==> config.mk <==
export PLATFORM = sky130hd
export DESIGN_NAME = gray_conv_arbiter
export DESIGN_NICKNAME = d
export VERILOG_FILES = /design/src/rtl/gray_conv_pkg.sv /design/src/rtl/rr_arb4.sv /design/src/rtl/gray_conv_arbiter.sv
export SDC_FILE = /design/constraint.sdc
export NUM_CORES = 1
export LEC_CHECK = 0
export BUFFER_PORTS_ARGS = -buffer_cell sky130_fd_sc_hd__buf_4
export CAP_MARGIN = 20
export CORE_MARGIN = 2
export CORE_UTILIZATION = 40
export DETAILED_ROUTE_END_ITERATION = 8
export PLACE_DENSITY = 0.73
export SYNTH_ARGS = -nofsm -noshare
export SYNTH_HDL_FRONTEND = slang
export SYNTH_SLANG_ARGS = --single-unit
==> constraint.sdc <==
create_clock -name clk -period 3.7 [get_ports clk]
set_input_delay 0.925 -clock clk [delete_from_list [all_inputs] [get_ports clk]]
set_output_delay 0.925 -clock clk [all_outputs]
set_load 0.005 [all_outputs]
==> src/rtl/gray_conv_pkg.sv <==
// Shared definitions for the Gray-converting round-robin arbiter:
// FSM state encoding, default sizes and the requester index type.
package gray_conv_pkg;

    localparam int N_REQ_DEFAULT = 4;
    localparam int DW_DEFAULT    = 4;
    localparam int CNT_W         = 8;

    // Result register occupancy; kept as plain constants for legacy tools.
    localparam logic STATE_EMPTY = 1'b0;
    localparam logic STATE_FULL  = 1'b1;

    typedef logic [1:0] req_idx_t;

endpackage

==> src/rtl/rr_arb4.sv <==
// Four-way circular priority search: the first set request at or after ptr,
// scanning upward with wrap-around, wins.
module rr_arb4
    import gray_conv_pkg::*;
(
    input  logic [3:0] req,
    input  req_idx_t   ptr,
    output logic [3:0] grant,
    output req_idx_t   idx,
    output logic       any
);

    req_idx_t cand;

    always_comb begin
        // NOTE: every output gets a default before the search loop so no path
        // leaves a variable unassigned, which would otherwise infer a latch.
        grant = '0;
        idx   = '0;
        any   = 1'b0;
        cand  = '0;
        for (int k = 0; k < 4; k++) begin
            cand = ptr + 2'(k);
            if (!any && req[cand]) begin
                any = 1'b1;
                idx = cand;
            end
        end
        if (any) grant = 4'b0001 << idx;
    end

endmodule

==> src/rtl/gray_conv_arbiter.sv <==
// Round-robin arbiter feeding a one-deep result register that holds the
// Gray-coded operand of the granted requester plus its index.
module gray_conv_arbiter
    import gray_conv_pkg::*;
#(
    parameter int N_REQ = N_REQ_DEFAULT,
    parameter int DW    = DW_DEFAULT
) (
    input  logic               clk,
    input  logic               rst_n,
    input  logic [N_REQ-1:0]   req_valid,
    input  logic [N_REQ*DW-1:0] req_data,
    output logic [N_REQ-1:0]   req_ready,
    output logic               out_valid,
    output logic [DW-1:0]      out_data,
    output logic [1:0]         out_id,
    input  logic               out_ready,
    output logic [CNT_W-1:0]   conv_cnt
);

    logic          state;
    req_idx_t      rr_ptr;
    logic [3:0]    grant;
    req_idx_t      grant_idx;
    logic          grant_any;
    logic          accept;
    logic          transfer;
    logic [DW-1:0] sel_bin;
    logic [DW-1:0] sel_gray;

    rr_arb4 u_arb (
        .req   (req_valid),
        .ptr   (rr_ptr),
        .grant (grant),
        .idx   (grant_idx),
        .any   (grant_any)
    );

    // A pop frees the register in the same cycle, so a new word can enter.
    assign accept    = (state == STATE_EMPTY) || out_ready;
    assign req_ready = (rst_n && accept && grant_any) ? grant : '0;
    assign transfer  = |(req_valid & req_ready);

    assign sel_bin  = req_data[DW*grant_idx +: DW];
    // g[DW-1] = b[DW-1], g[k] = b[k+1] ^ b[k]
    assign sel_gray = sel_bin ^ (sel_bin >> 1);

    assign out_valid = (state == STATE_FULL);

    always_ff @(posedge clk or negedge rst_n) begin
        if (!rst_n) begin
            state    <= STATE_EMPTY;
            out_data <= '0;
            out_id   <= '0;
            rr_ptr   <= '0;
            conv_cnt <= '0;
        end else if (transfer) begin
            // NOTE: state registers use non-blocking assignments so every flop
            // samples the pre-edge values, independent of statement order.
            state    <= STATE_FULL;
            out_data <= sel_gray;
            out_id   <= grant_idx;
            rr_ptr   <= grant_idx + 2'd1;
            conv_cnt <= conv_cnt + 8'd1;
        end else if (out_ready) begin
            state <= STATE_EMPTY;
        end
    end

endmodule

==> reports/metrics.yaml <==
logic_synthesis:
  synth-main-ff-cell: "dfrtp_1"
  syn_inst: 102
  synth_common_cells: "17 x dfrtp_1, 14 x xnor2_1, 11 x nand2_1, 9 x nor2_1"
  syn_area_um2: 1040
  syn_nets: 126
  synth_top_cell_area_share: 0.407
  synth_top_area_cell: "dfrtp_1"
  synth-seq-cells: 17
  synth_area_leaders: "dfrtp_1 41%, xnor2_1 12%, a2111oi_0 5.0%"
  yosysMostFrequentCell: "dfrtp_1"
  ys_types: 31
  yosysWarnings: 0
  synth-edff-count: 0
  async_reset_ff_frac: 1.00
  yosysSeqAreaShare: 0.407
  synth.avg_cell_area_um2: 10.2
timing:
  setup_viol: 0
  rsz0062_at_grt: "no"
  period_share: 0.850
  final_hold_viol_count: 0
  finalSetupTns_ns: 0
  finalMaxSlewViolations: 0
  fmax_ghz: 0.318
  skew_ns: 0.0200
  tightest_slew_ns: 0.641
  relSlewSlack: 0.573
  min_period_ns: 3.15
placed_design:
  placed_area_um2: 1370
  dp_hpwl_mm: 1.79
  port_buffers: 41
  gp_congestion: 0.731
cts:
  clock-sinks: 17
  post-cts-setup-buffer-count: 0
  postCtsHoldBufs: 0
  cts-root-buf: "clkbuf_4"
  clkTransAtPathRegs_ns: 0.12
  htreeDepth: 1
  clock_path_buffers: 2
  cts_tree: "done"
  numCtsBuffers: 3
  clock_latency_ns: 0.30
  cts_resized: 0
global_route:
  grt_pass1_wl_mm: 3.48
  overflow: 0
  first_global_vias: 803
  track_usage: 0.162
  grt_max_degree: 20
  antenna_found_initial: 0
flow_run:
  drv_cap: 0
route:
  via_per_inst: 5.19
  wl_met3_um: 65
  met1_length_mm: 1.03
  wl_met2_mm: 1.14
  drt_iter0_drc: 17
  wl_per_cell_um: 12.8
  highest_layer: "met4"
  vias: 908
  post-route-drc-count: 0
  ant_nets: 0
  routed_wl_mm: 2.24
  dr.pass1.iters: 4
critical_path:
  slowest_delay_ns: 0.53
  end_kind: "output port"
  arrival_ns: 2.22
  timing.rr.start: "rr_ptr[1]"
  cp_max_fo: 7
  cp-startpoint: "req_valid[3]"
  cpMostUsedCell: "buf_4"
  critPathTopFamily: "simple AND/OR/NAND/NOR gates"
  required_ns: 2.77
  crit_path_top_delay_cell: "or4_1"
  cp_cell_sequence: "buf_4 -> or4_1 -> and3_1 -> nand2b_1 -> nor2_1 -> buf_4"
  crit_buf_inv: 2
  start_kind: "input pin"
  critPathKind: "input pin to output port"
layout:
  layout-drive-gt1-share: 0.366
  fill_cells: 224
  multi_input_area_um2: 577
  fin_area_um2: 1400
  nets: 170
  areaGrowthSynthToFinish_pct: 34.0
  diodes: 0
  seq_area_um2: 425
die:
  core_um2: 2480
  dieArea_um2: 3040
  fp.dieW_um: 55.1
  die_h_um: 55.1
  num_rows: 18
  start_util: 0.422
  io-pin-count: 42
hold_path:
  hold_class: "input pin to async pin"
power_and_ir_drop:
  p_leak_uw: 0.000677
  power.density_nw_per_um2: 546
  irDropWorstVdd_uv: 350
status:
  status: "completed"
-- per-stage QoR --
stage	setup slack (ns)	std cells	utilization	hold WS, ns	power, µW
2_1_floorplan	0.847	102	-	0.468	504
3_3_place_gp	0.594	171	0.553	0.464	661
3_5_place_dp	0.555	171	0.553	0.467	668
4_1_cts	0.552	175	0.565	0.469	771
5_1_grt	0.471	175	0.565	0.466	824
6_report	0.553	175	0.565	0.463	765
-- cells by family (layout without fill, tap and decap cells) --
| kind of cell | Yosys count | after routing | share of synthesized area |
|---|---|---|---|
| flops | 17 | 17 | 0.407 |
| compound gates | 20 | 20 | 0.166 |
| buf+inv | 6 | 49 | 0.0407 |
| mux | 3 | 3 | 0.0335 |
| fa+ha+maj | 1 | 1 | 0.0120 |
| xor+xnor | 20 | 20 | 0.168 |
| simple gates | 35 | 35 | 0.172 |
-- worst paths after layout --
check / cells past startpoint / slack, ns / endpoint
max: 6 / 0.55 / req_ready[3]
min: 1 / 0.46 / conv_cnt[3]
max reg2reg: 6 / 1.57 / out_data[0]
min reg2reg: 1 / 0.48 / conv_cnt[7]
max in group asynchronous: 1 / 3.02 / conv_cnt[1]
min in group clk: 1 / 0.48 / conv_cnt[7]
-- layout by cell type, fill, tap and decap left out --
cell	instances
a2111oi_0	6
a211o_1	4
a21boi_0	1
a21boi_1	1
a21o_2	1
a21oi_1	2
and3_1	3
and3_4	1
buf_4	43
clkbuf_4	3
clkinvlp_4	1
dfrtp_1	17
ha_1	1
inv_1	2
mux2_4	1
mux2i_1	2
nand2_1	11
nand2b_1	2
nand3_1	1
nand4_1	3
nand4_2	1
nor2_1	9
nor3_1	2
o21ai_0	2
o221ai_4	1
o22a_2	1
o22ai_1	1
or3b_1	1
or4_1	1
xnor2_1	14
xor2_1	6
-- sequential cells by signal, summed over array words and instances (netlist names) --
signal     count
out_id         2
out_valid      1
rr_ptr         2
out_data       4
conv_cnt       8
-- per-layer routing --
layer	global-route usage	vias up
met3	0.0242	2
met5	0	-
met1	0.223	434
met4	0.0488	0
met2	0.262	20
li1	-	452
-- report_power, final --
| group | switching [µW] | leakage, µW | internal, µW |
|---|---|---|---|
| clock | 61.3 | 0.0000139 | 41.1 |
| sequential | 78.4 | 0.000211 | 252 |
| combinational | 139 | 0.000452 | 193 |
| total | 279 | 0.000677 | 486 |
-- final cells by class --
type | instances | area share
Inverter | 2 | 0.00536
Clock buffer | 3 | 0.0161
Clock inverter | 1 | 0.00536
Timing Repair Buffer | 43 | 0.231
Multi-Input combinational cell | 79 | 0.412
Tap cell | 30 | 0.0268
Sequential cell | 17 | 0.304
-- worst register-to-register path, delay by kind of cell (launching register included) --
kind	cells	cell delay (ns)
AO/OA/AOI/OAI	3	0.92
flip-flops	1	0.49
multiplexers	1	0.34
buffers and inverters	1	0.24
AND/OR/NAND/NOR	1	0.07
No activity file was read; power rests on OpenSTA's default activity.
